[config.mk]
export PLATFORM = sky130hd
export DESIGN_NAME = vga_timing_monitor
export DESIGN_NICKNAME = d
export VERILOG_FILES = /design/src/rtl/vga_timing_monitor.sv
export SDC_FILE = /design/constraint.sdc
export NUM_CORES = 1
export LEC_CHECK = 0
export CAP_MARGIN = 20
export CELL_PAD_IN_SITES_DETAIL_PLACEMENT = 1
export CELL_PAD_IN_SITES_GLOBAL_PLACEMENT = 2
export CORE_MARGIN = 10
export CORE_UTILIZATION = 39
export DETAILED_ROUTE_END_ITERATION = 7
export PLACE_DENSITY_LB_ADDON = 0.2
export SLEW_MARGIN = 20
export SYNTH_ARGS = -nofsm -noshare
export SYNTH_HDL_FRONTEND = slang
export SYNTH_SLANG_ARGS = --single-unit
export TNS_END_PERCENT = 5
[constraint.sdc]
create_clock -name clk -period 8.5 [get_ports clk]
set_input_delay 0.85 -clock clk [delete_from_list [all_inputs] [get_ports clk]]
set_output_delay 0.85 -clock clk [all_outputs]
set_load 0.03 [all_outputs]
[src/rtl/vga_timing_monitor.sv]
// Sink-side raster checker: measures line/frame geometry of the controller's
// hsync/vsync/blank stream, locks after one clean frame, and reports per-frame
// status, sticky error flags and a visible-pixel checksum.
module vga_timing_monitor #(
  parameter int unsigned H_VISIBLE = 640,
  parameter int unsigned H_TOTAL   = 800,
  parameter int unsigned H_SYNC    = 96,
  parameter int unsigned V_VISIBLE = 480,
  parameter int unsigned V_TOTAL   = 525,
  parameter int unsigned V_SYNC    = 2,
  parameter int unsigned HSYNC_NEG = 1,
  parameter int unsigned VSYNC_NEG = 1
) (
  input  logic        clk,
  input  logic        rst_n,
  input  logic        hsync,
  input  logic        vsync,
  input  logic        hblank,
  input  logic        vblank,
  input  logic [7:0]  r,
  input  logic [7:0]  g,
  input  logic [7:0]  b,
  input  logic        i_clr_err,
  output logic        o_locked,
  output logic        o_frame_done,
  output logic        o_frame_ok,
  output logic [23:0] o_checksum,
  output logic [5:0]  o_err,
  output logic [7:0]  o_frames
);

  localparam logic [9:0]  HT_M1  = 10'(H_TOTAL - 1);
  localparam logic [10:0] HVIS_C = 11'(H_VISIBLE);
  localparam logic [10:0] HSYN_C = 11'(H_SYNC);
  localparam logic [10:0] VVIS_C = 11'(V_VISIBLE);
  localparam logic [10:0] VTOT_C = 11'(V_TOTAL);
  localparam logic [10:0] VSYN_C = 11'(V_SYNC);

  typedef enum logic [1:0] {SEEK, MEASURE, LOCKED} state_t;

  state_t state, state_next;

  logic        hs_act, vs_act, hs_prev, vs_prev;
  logic        hs_lead, hs_trail, vs_lead, vs_trail;
  logic [9:0]  hcnt;
  logic [10:0] hvis_cnt, hsw_cnt, vcnt, vsw_cnt, vvis_cnt;
  logic [10:0] vcnt_end, vvis_end, vsw_end;
  logic [23:0] acc, pix;
  logic        pix_vis;
  logic        frame_err, h_first, hs_skip;
  logic        meas, entry, close, h_chk;
  logic [5:0]  err_now;
  logic        ferr_total;

  function automatic logic [10:0] inc11(input logic [10:0] v);
    return (v == 11'h7FF) ? v : v + 11'd1;
  endfunction

  assign hs_act   = (HSYNC_NEG != 0) ? ~hsync : hsync;
  assign vs_act   = (VSYNC_NEG != 0) ? ~vsync : vsync;
  assign hs_lead  = hs_act & ~hs_prev;
  assign hs_trail = ~hs_act & hs_prev;
  assign vs_lead  = vs_act & ~vs_prev;
  assign vs_trail = ~vs_act & vs_prev;
  assign pix      = {r, g, b};
  assign pix_vis  = ~hblank & ~vblank;

  // State register
  always_ff @(posedge clk or negedge rst_n) begin
    if (!rst_n) state <= SEEK;
    else        state <= state_next;
  end

  // Next-state: lock on a clean frame, fall back to MEASURE on a bad one
  always_comb begin
    state_next = state;
    case (state)
      SEEK:    if (vs_lead) state_next = MEASURE;
      MEASURE: if (vs_lead && !ferr_total) state_next = LOCKED;
      LOCKED:  if (vs_lead && ferr_total) state_next = MEASURE;
      default: state_next = SEEK;
    endcase
  end

  // FSM decode: checks active, entry into measurement, frame close
  always_comb begin
    meas  = (state != SEEK);
    entry = (state == SEEK) && vs_lead;
    close = meas && vs_lead;
  end

  // Geometry checks evaluated this cycle; an hs lead coinciding with the vs
  // lead is folded into the ending frame's line counts before comparing.
  always_comb begin
    err_now    = '0;
    h_chk      = meas && hs_lead && !h_first;
    vcnt_end   = hs_lead ? inc11(vcnt) : vcnt;
    vvis_end   = (hs_lead && !vblank) ? inc11(vvis_cnt) : vvis_cnt;
    vsw_end    = hs_lead ? inc11(vsw_cnt) : vsw_cnt;
    err_now[0] = h_chk && (hcnt != HT_M1);
    err_now[1] = meas && hs_trail && !hs_skip && (hsw_cnt != HSYN_C);
    err_now[2] = h_chk && (hvis_cnt != HVIS_C);
    err_now[3] = close && (vcnt_end != VTOT_C);
    err_now[4] = meas && vs_trail && (vsw_end != VSYN_C);
    err_now[5] = close && (vvis_end != VVIS_C);
    ferr_total = frame_err || (|err_now);
  end

  // Edge history and raster counters
  always_ff @(posedge clk or negedge rst_n) begin
    if (!rst_n) begin
      hs_prev  <= 1'b0;
      vs_prev  <= 1'b0;
      hcnt     <= '0;
      hvis_cnt <= '0;
      hsw_cnt  <= '0;
      vcnt     <= '0;
      vsw_cnt  <= '0;
      vvis_cnt <= '0;
      acc      <= '0;
    end else begin
      hs_prev <= hs_act;
      vs_prev <= vs_act;

      if (hs_lead)              hcnt <= '0;
      else if (hcnt != 10'h3FF) hcnt <= hcnt + 10'd1;

      if (hs_lead)      hvis_cnt <= {10'd0, ~hblank};
      else if (!hblank) hvis_cnt <= inc11(hvis_cnt);

      if (hs_lead)     hsw_cnt <= 11'd1;
      else if (hs_act) hsw_cnt <= inc11(hsw_cnt);

      if (vs_lead)      vcnt <= '0;
      else if (hs_lead) vcnt <= inc11(vcnt);

      if (vs_lead)                               vsw_cnt <= '0;
      else if (hs_lead && (vs_act || vs_trail))  vsw_cnt <= inc11(vsw_cnt);

      if (vs_lead)                 vvis_cnt <= '0;
      else if (hs_lead && !vblank) vvis_cnt <= inc11(vvis_cnt);

      if (vs_lead)      acc <= pix_vis ? pix : '0;
      else if (pix_vis) acc <= acc + pix;
    end
  end

  // Per-frame error state and the skip flags armed on entry from SEEK
  always_ff @(posedge clk or negedge rst_n) begin
    if (!rst_n) begin
      frame_err <= 1'b0;
      h_first   <= 1'b0;
      hs_skip   <= 1'b0;
    end else begin
      frame_err <= vs_lead ? 1'b0 : ferr_total;

      if (entry)                h_first <= 1'b1;
      else if (meas && hs_lead) h_first <= 1'b0;

      if (entry)         hs_skip <= hs_act;
      else if (hs_trail) hs_skip <= 1'b0;
    end
  end

  // Sticky error flags and frame-close results
  always_ff @(posedge clk or negedge rst_n) begin
    if (!rst_n) begin
      o_err        <= '0;
      o_frame_done <= 1'b0;
      o_frame_ok   <= 1'b0;
      o_checksum   <= '0;
      o_frames     <= '0;
      o_locked     <= 1'b0;
    end else begin
      o_err        <= i_clr_err ? err_now : (o_err | err_now);
      o_frame_done <= close;
      o_locked     <= (state_next == LOCKED);
      if (close) begin
        o_frame_ok <= ~ferr_total;
        o_checksum <= acc;
        if (!ferr_total) o_frames <= o_frames + 8'd1;
      end
    end
  end

endmodule

* After elaboration in Yosys (flattened, before gate mapping)
Index checks and enable logic that the tools add are counted.
** Word-level totals
- Flip-flop bits (word level) :: 137
- Input bits :: 31
- Logic and storage cells :: 124
** Operators by class
- Add/sub/neg operators :: 8
- Equal/unequal tests :: 19
- Mux-type cells :: 31
- Bitwise gates (word level) :: 13
- Reductions and logical operators :: 34
** Operators with widths (count)
- $mux W11 :: 16
- $mux W24 :: 3
- $add A11 B1 Y11 const B :: 5
- $eq A11 B11 Y1 const B :: 5
- $add A24 B24 Y24 :: 1
- $ne A11 B10 Y1 const B :: 2
- $mux W10 :: 2
- $ne A10 B10 Y1 const B :: 2
- $logic_and A1 B1 Y1 :: 17
- $reduce_bool A2 Y1 :: 6
- $ne A11 B2 Y1 const B :: 1
- $ne A11 B7 Y1 const B :: 1
- $ne A11 B9 Y1 const B :: 1
- $add A10 B1 Y10 const B :: 1
- $add A8 B1 Y8 const B :: 1
- $not A1 Y1 :: 7
- $mux W2 :: 3
- $mux W6 :: 1
- $or A6 B6 Y6 :: 1
- $pmux W2 S3 :: 1
- $reduce_and A2 Y1 :: 3
- $reduce_or A6 Y1 :: 1
- $and A1 B1 Y1 :: 5
- $mux W1 :: 5
- 7 further kinds :: 14

* Logic depth before layout (Yosys ltp)
Gate-level depths: netlist of the first run.
- Depth in word-level cells :: 13
- Mapped depth :: 11
- Depth with buffers taken out :: 11

* Worst setup path after synthesis of the first run
No wires, ideal clock.
- Path kind :: input -> register
- From :: input port hsync
- To :: register o_frames[1]
- Setup time :: 0.125 ns
- Arrival time :: 3.105 ns
- Setup slack :: 5.271 ns
- Cell stages on the path :: 9
- Path through :: or2_2 > clkbuf_1 > nor3_1 > mux2i_1 > or4bb_2 > a21oi_1 > and3_1 > buf_6 > mux2_2
** On the way
- Longest elaborated chain between the ends :: 10
- Elaborated cells between the ends (all ways) :: 24
- Classes of those cells :: 3 x eq/ne; 3 x mux; 4 x bitwise; 14 x reduce/logical
** RTL lines
- start, declared :: line 16 : input logic hsync,
- $not A1 Y1 :: line 59 : assign hs_act = (HSYNC_NEG != 0) ? ~hsync : hsync;
- $and A1 B1 Y1 :: line 61 : assign hs_lead = hs_act & ~hs_prev;
- $logic_and A1 B1 Y1 :: line 98 : vvis_end = (hs_lead && !vblank) ? inc11(vvis_cnt) : vvis_cnt;
- $mux W11 :: line 98
- $ne A11 B9 Y1 :: line 105 : err_now[5] = close && (vvis_end != VVIS_C);
- $logic_and A1 B1 Y1 :: line 105
- $reduce_or A6 Y1 * :: line 106 : ferr_total = frame_err || (|err_now);
- $logic_or A1 B1 Y1 * :: line 106
- $not A1 Y1 (no line) *
- $reduce_and A2 Y1 (no line) *
- end signal, assigned :: line 181 : if (!ferr_total) o_frames <= o_frames + 8'd1;
- end, declared :: line 29 : output logic [7:0] o_frames
Mark *: on every way between the ends. The rest lies on a longest branch, timed or not.
A chain may end at the register's enable or synchronous reset.

* Final worst setup path of the first run
Same ends and word-level chain as after synthesis.

==> impl_metrics.env, run 1 <==
export IMPL_synth_warnings=0
export IMPL_critPathMaxFanout=9
export IMPL_synth_nets=940
export IMPL_cts_resized=0
export IMPL_slew_viol_final=0
export IMPL_clock_skew_final_ns=0.00746
export IMPL_cts_tree="yes"
export IMPL_postCtsSetupBuffers=0
export IMPL_fin_area_um2=9400
export IMPL_instances_no_fill=1211
export IMPL_fin_tns_setup_ns=0
export IMPL_drtPass1Iterations=4
export IMPL_avgViaCountPerCell=5.57
export IMPL_slowest_delay_ns=0.57
export IMPL_grt_pass1_wl_um=38600
export IMPL_wl_per_cell_um=18.6
export IMPL_relSlewSlack_pct=41.1
export IMPL_syn_area_um2=7880
export IMPL_core_um2=19700
export IMPL_cts_buffers=17
export IMPL_finalNetCount=998
export IMPL_cts_buffer_depth=2
export IMPL_track_usage_pct=17.7
export IMPL_postRouteWirelength_um=22500
export IMPL_synth_edf_count=0
export IMPL_async_flop_share_pct=100
export IMPL_cp_required_ns=8.80
export IMPL_startpoint_type="input pin"
export IMPL_diodes=0
export IMPL_start_util_pct=40.1
export IMPL_syn2layout_area_growth_pct=19.3
export IMPL_dpl_cell_area_um2=8770
export IMPL_drt_iter0_markers=322
export IMPL_ys_flop_type="dfrtp_1"
export IMPL_cp_arrival_ns=4.02
export IMPL_leakage_uw=0.00414
export IMPL_grt_overflow=0
export IMPL_cts_hold_buf=0
export IMPL_gp_congestion=0.881
export IMPL_dieArea_um2=26300
export IMPL_outcome="finished clean"
export IMPL_vias=6742
export IMPL_num_rows=51
export IMPL_min_period_ns=3.71
export IMPL_grt_pass1_vias=7470
export IMPL_critical_path_class="in -> reg"
export IMPL_ys_seq_area_share_pct=43.5
export IMPL_maxCapViolations=0
export IMPL_synth_seq_cells=137
export IMPL_synth_distinct_cells=73
export IMPL_cts_max_level=4
export IMPL_crit_slowest_cell="or4bb_2"
export IMPL_grt_setup_unrepaired="no"
export IMPL_syn_instance_count=876
export IMPL_holdWs_ns=0.480
export IMPL_chipWidth_um=162
export IMPL_r2r_slack_ns=5.05
export IMPL_p_per_area_nw_per_um2=261
export IMPL_tightest_slew_ns=0.877
export IMPL_grt_start_max_net_pins=88
export IMPL_dpl_hpwl_um=15900
export IMPL_dieHeight_um=162
export IMPL_hold_viol_final=0
export IMPL_nFillCells=2297
export IMPL_antenna_found_initial=0
export IMPL_power_total_uw=2450
export IMPL_vdd_drop_max_uv=161
export IMPL_endpoint_kind="flip-flop"
export IMPL_root_buffer="clkbuf_16"
export IMPL_worstPathCellList="clkdlybuf4s50_1 > or2_2 > nor3_1 > mux2i_1 > or4bb_2 > a21oi_1 > and3_1 > mux2_2"
export IMPL_clock_latency_ns=0.42
export IMPL_fin_crit_sh_pct=43.7
export IMPL_final_cell_mix="nand2_1 (137), dfrtp_1 (137), nor2_1 (85), clkdlybuf4s50_1 (70), o21ai_0 (61)"
export IMPL_remaining_drc_errors=0
export IMPL_drive_gt1_share_pct=6.87
export IMPL_boundaryPins=72
export IMPL_final_setup_viol_count=0
export IMPL_hp_class="in -> async"
export IMPL_portBuffers=71
export IMPL_avgSynthCellArea_um2=8.99
export IMPL_clock_sinks=137
export IMPL_clk_pin_slew_ns=0.06
export IMPL_ant_nets=0
export IMPL_fmax_ghz=0.269
export IMPL_dp_cells=1180
report_power, final:
| part | switching [uW] | total [uW] | internal, uW | leakage [uW] |
|---|---|---|---|---|
| clock | 290 | 794 | 503 | 0.000297 |
| sequential | 107 | 882 | 775 | 0.00182 |
| combinational | 458 | 775 | 318 | 0.00202 |
| total | 855 | 2450 | 1600 | 0.00414 |
critical path: cells and delay by family:
| family | cells | cell delay [ns] |
|---|---|---|
| buffers and inverters | 1 | 0.56 |
| multiplexers | 2 | 0.64 |
| AND/OR/NAND/NOR | 4 | 1.72 |
| AO/OA/AOI/OAI | 1 | 0.26 |
worst paths after layout:
kind,cells after the start,from,end
worst min register to register,2,o_checksum[18],o_checksum[18]
min in group clk,2,o_checksum[18],o_checksum[18]
worst min-delay path,1,rst_n,vcnt[5]
worst max register to register,8,vsw_cnt[0],o_frames[1]
worst max-delay path,8,hsync,o_frames[1]
max in group asynchronous,2,rst_n,o_frames[3]
Yosys cell counts (all sizes together), types with 2 or more instances:
cell type,n,area [um2]
o21bai,4,30.0
o21a,3,22.5
nand2b,6,37.5
clkbuf,27,124
xor2,34,298
or3,6,43.8
mux2i,14,140
or4,3,26.3
nand3,20,100
nor4b,5,43.8
nor3,24,120
a21oi,39,195
inv,24,90.1
o2111ai,3,26.3
a22oi,10,75.1
o21ai,62,314
nand4,31,194
a211o,4,36.3
o31ai,4,30.0
and3,19,121
and2,5,32.5
and4,8,72.6
a41oi,3,45.1
buf,10,72.6
o211ai,6,45.0
xnor2,20,175
a211oi,9,67.6
mux2,4,45.0
a31oi,18,113
nor2,87,327
a21o,11,83.8
nand2,137,514
nor2b,8,50.1
a311oi,3,26.3
dfrtp,137,3430
a22o,2,17.5
nand4b,3,26.3
nor4,8,65.1
a31o,2,17.5
ha,32,400
or2,4,25.0
area by class of cell:
type | instances | area [um2] | share of cell area [%]
clock buffer | 19 | 453 | 4.82
tap | 265 | 332 | 3.53
sequential | 137 | 3430 | 36.5
clock inverter | 12 | 174 | 1.85
multi-input combinational | 677 | 4170 | 44.4
timing repair buffer | 76 | 749 | 7.97
inverter | 25 | 93.8 | 0.998
per-stage QoR:
| step | setup slack, ns | util, % |
|---|---|---|
| floorplan | 5.27 | - |
| global placement | 4.42 | 44.6 |
| detailed placement | 4.33 | 44.6 |
| CTS | 4.79 | 47.8 |
| global route | 4.53 | 47.8 |
| finish | 4.79 | 47.8 |
logic make-up (layout without fill, tap and decap cells):
group           after synthesis  in the layout  synth area share, %
compound gates              194            194                 15.8
buf+inv                      62            132                 3.68
fa+ha+maj                    33             33                 5.34
xor+xnor                     54             54                 6.00
mux                          18             18                 2.35
flops                       137            137                 43.5
simple gates                378            378                 23.3
routing by layer:
metal  part of all wire, %  vias up  track usage, %
li1                      -     3246               -
met1                    44     3371            21.1
met3                   4.4       28            4.35
met4                   1.4        0            5.17
met5                     0        -               0
met2                    51       97            30.9
state kept, by name (all words and copies together) (netlist names):
signal        cells
h_first           1
o_err             6
o_frames          8
o_frame_done      1
hs_skip           1
state             2
hsw_cnt          11
o_locked          1
o_frame_ok        1
hcnt             10
vcnt             11
hs_prev           1
vvis_cnt         11
vsw_cnt          11
frame_err         1
acc              24
o_checksum       24
vs_prev           1
hvis_cnt         11
Note: power is estimated with default switching activity, not from simulation.
==> run 2, diff against run 1 <==
- CORE_UTILIZATION: 39 -> 36
- clock period: 8.5 -> 3.7 ns (I/O delays scaled with it)
==> impl_metrics.env, run 2 (same netlist as run 1, synthesis figures left out) <==
export IMPL_outcome="finished with violations"
export IMPL_violations="hold timing"
export IMPL_cp_top_family="simple AND/OR/NAND/NOR gates"
export IMPL_clkPwrFrac_pct=34.9
export IMPL_power_frac_comb_pct=30.5
export IMPL_num_rows=54
export IMPL_critPathMaxFanout=9
export IMPL_drive_gt1_share_pct=7.94
export IMPL_postRouteWirelength_um=22100
export IMPL_ant_nets=0
export IMPL_holdWs_ns=-0.00275
export IMPL_rr_worst_depth=8
export IMPL_clk_pin_slew_ns=0.06
export IMPL_relSlewSlack_pct=42.8
export IMPL_fin_tns_setup_ns=0
export IMPL_cts_max_level=4
export IMPL_setup_slack_ns=0.363
export IMPL_hp_class="in -> async"
export IMPL_grt_busiest_layer="met2"
export IMPL_vdd_drop_max_uv=315
export IMPL_grt_setup_unrepaired="no"
export IMPL_postCtsSetupBuffers=0
export IMPL_core_um2=21700
export IMPL_grt_overflow=0
export IMPL_slowest_delay_ns=0.48
export IMPL_cts_resized=0
export IMPL_cts_tree="yes"
export IMPL_maxCapViolations=0
export IMPL_syn2layout_area_growth_pct=21.5
export IMPL_startpoint_type="flip-flop"
export IMPL_grt_start_max_net_pins=90
export IMPL_use_met3_pct=3.93
export IMPL_worstPathCellList="ha_1 > and4_2 > a41oi_4 > or3_2 > a211o_2 > nor4_4 > and3_1 > mux2_2"
export IMPL_final_setup_viol_count=0
export IMPL_track_usage_pct=16.2
export IMPL_grt_pass1_wl_um=37900
export IMPL_p_int_uw=3860
export IMPL_fmax_ghz=0.300
export IMPL_power_total_uw=5830
export IMPL_boundaryPins=72
export IMPL_instances_no_fill=1237
export IMPL_swShare_pct=33.8
export IMPL_slew_viol_final=0
export IMPL_seqPwrFrac_pct=34.6
export IMPL_wl_per_cell_um=17.9
export IMPL_dpl_hpwl_um=15600
export IMPL_cp_required_ns=4.02
export IMPL_remaining_drc_errors=0
export IMPL_gp_congestion=0.811
export IMPL_dp_cells=1205
export IMPL_fin_crit_sh_pct=90.2
export IMPL_tightest_slew_ns=0.855
export IMPL_p_switching_uw=1970
export IMPL_drtPass1Iterations=4
export IMPL_startpoint="vvis_cnt[0]"
export IMPL_diodes=0
export IMPL_place_ws_ns=0.0733
export IMPL_finalNetCount=1008
export IMPL_crit_slowest_cell="dfrtp_1"
export IMPL_nFillCells=2516
export IMPL_reg_top3="acc: 24 flops, o_checksum: 24 flops"
export IMPL_chipWidth_um=168
export IMPL_critical_path_class="reg -> reg"
export IMPL_cp_arrival_ns=3.65
export IMPL_antenna_found_initial=0
export IMPL_start_util_pct=36.3
export IMPL_dieArea_um2=28200
export IMPL_clock_sinks=137
export IMPL_cts_buffer_depth=2
export IMPL_endpoint_kind="flip-flop"
export IMPL_hold_viol_final=5
export IMPL_leakage_uw=0.00424
export IMPL_cts_buffers=17
export IMPL_min_period_ns=3.34
export IMPL_clock_skew_final_ns=0.00997
export IMPL_grt_pass1_vias=7214
export IMPL_drt_iter0_markers=362
export IMPL_reg2reg_from="vvis_cnt[0]"
export IMPL_cp_num_buf_inv=0
export IMPL_final_cell_mix="nand2_1 (137), dfrtp_1 (137), nor2_1 (85), clkdlybuf4s50_1 (70), o21ai_0 (61)"
export IMPL_use_met2_pct=26.9
export IMPL_cts_hold_buf=0
export IMPL_dieHeight_um=168
export IMPL_r2r_end="o_frames[1]"
export IMPL_root_buffer="clkbuf_16"
export IMPL_p_per_area_nw_per_um2=608
export IMPL_avgViaCountPerCell=5.40
export IMPL_vias=6675
export IMPL_r2r_slack_ns=0.36
export IMPL_met1_usage_pct=20.6
export IMPL_portBuffers=71
export IMPL_clock_latency_ns=0.43
[run 2: cell types whose count changed in the layout (fill, tap and decap cells not counted), sizes merged]
cell	previous run	this run
buf	6	16
bufinv	4	6
clkbuf	19	21
clkinvlp	4	1
[run 2: final cells by class]
cell class / count / area, um2 / area share, %
clock buffer: 21 / 480 / 5.02
clock inverter: 11 / 215 / 2.25
inverter: 25 / 93.8 / 0.980
multi-input combinational: 677 / 4170 / 43.6
sequential: 137 / 3430 / 35.8
tap: 280 / 350 / 3.66
timing repair buffer: 86 / 837 / 8.74
[run 2: worst register-to-register path, delay by kind of cell, from the launching register on]
family,cells,cell delay (ns)
multiplexers,1,0.38
AND/OR/NAND/NOR,4,1.49
adder cells (fa/ha/maj),1,0.31
flip-flops,1,0.48
AO/OA/AOI/OAI,2,0.57
[run 2: worst max path at each step]
stage	end	slack [ns]	depth (start not counted)
CTS	o_frames[1]	0.38	8
floorplan	o_frames[1]	0.77	9
global placement	o_frames[1]	0.14	8
global route	o_frames[1]	0.15	7
detailed placement	o_frames[1]	0.07	8
finish	o_frames[1]	0.36	8
[run 2: metrics by stage]
step / hold slack [ns] / cell area (um2) / util (%)
4_1_cts: 0.0538 / 9580 / 44.2
5_1_grt: 0.0752 / 9580 / 44.2
3_5_place_dp: 0.462 / 8880 / 40.9
2_1_floorplan: 0.0744 / 7880 / -
3_3_place_gp: 0.459 / 8880 / 40.9
6_report: -0.00275 / 9580 / 44.2
[run 2: routing by layer]
metal  share of wire [%]  up-vias
met5                   0        -
met4                0.61        0
met3                 3.0        6
met2                  48       60
met1                  48     3336
li1                    -     3273
[run 2: power by group through the flow]
stage	Sequential, uW	Clock (uW)	Combinational (uW)
floorplan	2270	0	873
global placement	2040	0	1770
detailed placement	2040	0	1790
CTS	2020	2080	1810
global route	2070	2150	1980
finish	2020	2030	1780
==> run 3, diff against run 2 <==
- CORE_UTILIZATION: 36 -> 37
- CTS_BUF_LIST: not set -> sky130_fd_sc_hd__clkbuf_4 sky130_fd_sc_hd__clkbuf_8
==> impl_metrics.env, run 3 (same netlist as run 1, synthesis figures left out) <==
export IMPL_outcome="finished with violations"
export IMPL_critPathMaxFanout=9
export IMPL_chipWidth_um=166
export IMPL_slew_viol_final=0
export IMPL_fmax_ghz=0.300
export IMPL_multi_input_area_um2=4170
export IMPL_grt_overflow=0
export IMPL_critical_path_class="reg -> reg"
export IMPL_postRouteWirelength_um=22100
export IMPL_fin_tns_setup_ns=0
export IMPL_grt_pass1_wl_um=37800
export IMPL_hp_class="in -> async"
export IMPL_maxCapViolations=0
export IMPL_cp_required_ns=4.04
export IMPL_hold_viol_final=14
export IMPL_place_ws_ns=0.0704
export IMPL_p_per_area_nw_per_um2=549
export IMPL_cp_arrival_ns=3.67
export IMPL_track_usage_pct=16.2
export IMPL_setup_slack_ns=0.366
export IMPL_vdd_drop_max_uv=322
export IMPL_cts_resized=0
export IMPL_syn2layout_area_growth_pct=17.5
export IMPL_grt_start_max_net_pins=87
export IMPL_ant_nets=0
export IMPL_remaining_drc_errors=0
export IMPL_clock_latency_ns=0.45
export IMPL_start_util_pct=37.6
export IMPL_postCtsSetupBuffers=0
export IMPL_clkPwrFrac_pct=25.4
export IMPL_reg_top3="acc: 24 flops, o_checksum: 24 flops"
export IMPL_startpoint_type="flip-flop"
export IMPL_clock_skew_final_ns=0.0177
export IMPL_clock_sinks=137
export IMPL_tightest_slew_ns=0.875
export IMPL_avgViaCountPerCell=5.49
export IMPL_leakage_uw=0.00409
export IMPL_antenna_found_initial=0
export IMPL_power_frac_comb_pct=35.1
export IMPL_grt_pass1_vias=7350
export IMPL_fin_crit_sh_pct=90.1
export IMPL_vias=6750
export IMPL_nFillCells=2468
export IMPL_cts_buffer_depth=2
export IMPL_root_buffer="clkbuf_8"
export IMPL_diodes=0
export IMPL_boundaryPins=72
export IMPL_dieArea_um2=27500
export IMPL_final_cell_mix="nand2_1 (137), dfrtp_1 (137), nor2_1 (85), clkdlybuf4s50_1 (70), o21ai_0 (61)"
export IMPL_cts_hold_buf=0
export IMPL_endpoint_kind="flip-flop"
export IMPL_final_setup_viol_count=0
export IMPL_relSlewSlack_pct=41.5
export IMPL_p_switching_uw=1940
export IMPL_dpl_hpwl_um=16000
export IMPL_finalNetCount=1005
export IMPL_core_um2=21000
export IMPL_cts_buffers=17
export IMPL_utilization_pct=44.2
export IMPL_final_seq_area_um2=3430
export IMPL_cts_max_level=4
export IMPL_min_period_ns=3.33
export IMPL_drtPass1Iterations=4
export IMPL_r2r_slack_ns=0.37
export IMPL_grt_setup_unrepaired="no"
export IMPL_wl_per_cell_um=18.0
export IMPL_gp_congestion=0.859
export IMPL_num_rows=53
export IMPL_instances_no_fill=1229
export IMPL_drt_iter0_markers=354
export IMPL_dp_cells=1197
export IMPL_violations="hold timing"
export IMPL_clk_pin_slew_ns=0.09
export IMPL_p_int_uw=3150
export IMPL_holdWs_ns=-0.0220
export IMPL_seqPwrFrac_pct=39.5
export IMPL_cts_tree="yes"
export IMPL_swShare_pct=38.1
export IMPL_dieHeight_um=166
export IMPL_portBuffers=71
export IMPL_drive_gt1_share_pct=7.65
[run 3: area by class of cell]
type	count	area share, %
Clock buffer	18	2.68
Clock inverter	14	1.73
Inverter	25	1.01
Multi-Input combinational cell	677	45.0
Sequential cell	137	37.0
Tap cell	275	3.72
Timing Repair Buffer	83	8.80
[run 3: critical path, cell delays in order (launching register included)]
cell and delay [ns]:
dfrtp_1 0.48, ha_1 0.30, and4_2 0.32, a41oi_4 0.20, or3_2 0.46, a211o_2 0.38
nor4_4 0.29, and3_1 0.41, mux2_2 0.38
[run 3: worst paths after layout]
| path | from | to | cells after the start |
|---|---|---|---|
| setup / recovery | vvis_cnt[0] | o_frames[1] | 8 |
| hold / removal | rst_n | vcnt[7] | 1 |
| setup reg to reg | vvis_cnt[0] | o_frames[1] | 8 |
| hold reg to reg | o_checksum[23] | o_checksum[23] | 2 |
| max in group asynchronous | rst_n | acc[2] | 2 |
| min in group clk | o_checksum[23] | o_checksum[23] | 2 |
[run 3: metal layers]
metal / track usage (%) / vias up / wire [um]
met5: 0 / - / 0
met4: 4.62 / 0 / 314
met1: 20.0 / 3380 / 10200
met3: 3.62 / 24 / 758
li1: - / 3250 / -
met2: 27.6 / 96 / 10900
[run 3: metrics by stage]
| step | hold WS [ns] | power (uW) | cell area, um2 |
|---|---|---|---|
| 6_report | -0.0220 | 5080 | 9260 |
| 5_1_grt | 0.0343 | 5460 | 9260 |
| 4_1_cts | 0.00614 | 5160 | 9260 |
| 3_5_place_dp | 0.462 | 3830 | 8850 |
| 3_3_place_gp | 0.457 | 3770 | 8850 |
| 2_1_floorplan | 0.0744 | 3140 | 7880 |
[run 3: power groups by stage]
stage	Sequential, uW	Clock, uW	Combinational (uW)
after floorplan	2270	0	873
after global placement	2020	0	1750
after detailed placement	2040	0	1790
after CTS	2010	1340	1810
after global routing	2060	1430	1970
final	2010	1290	1780
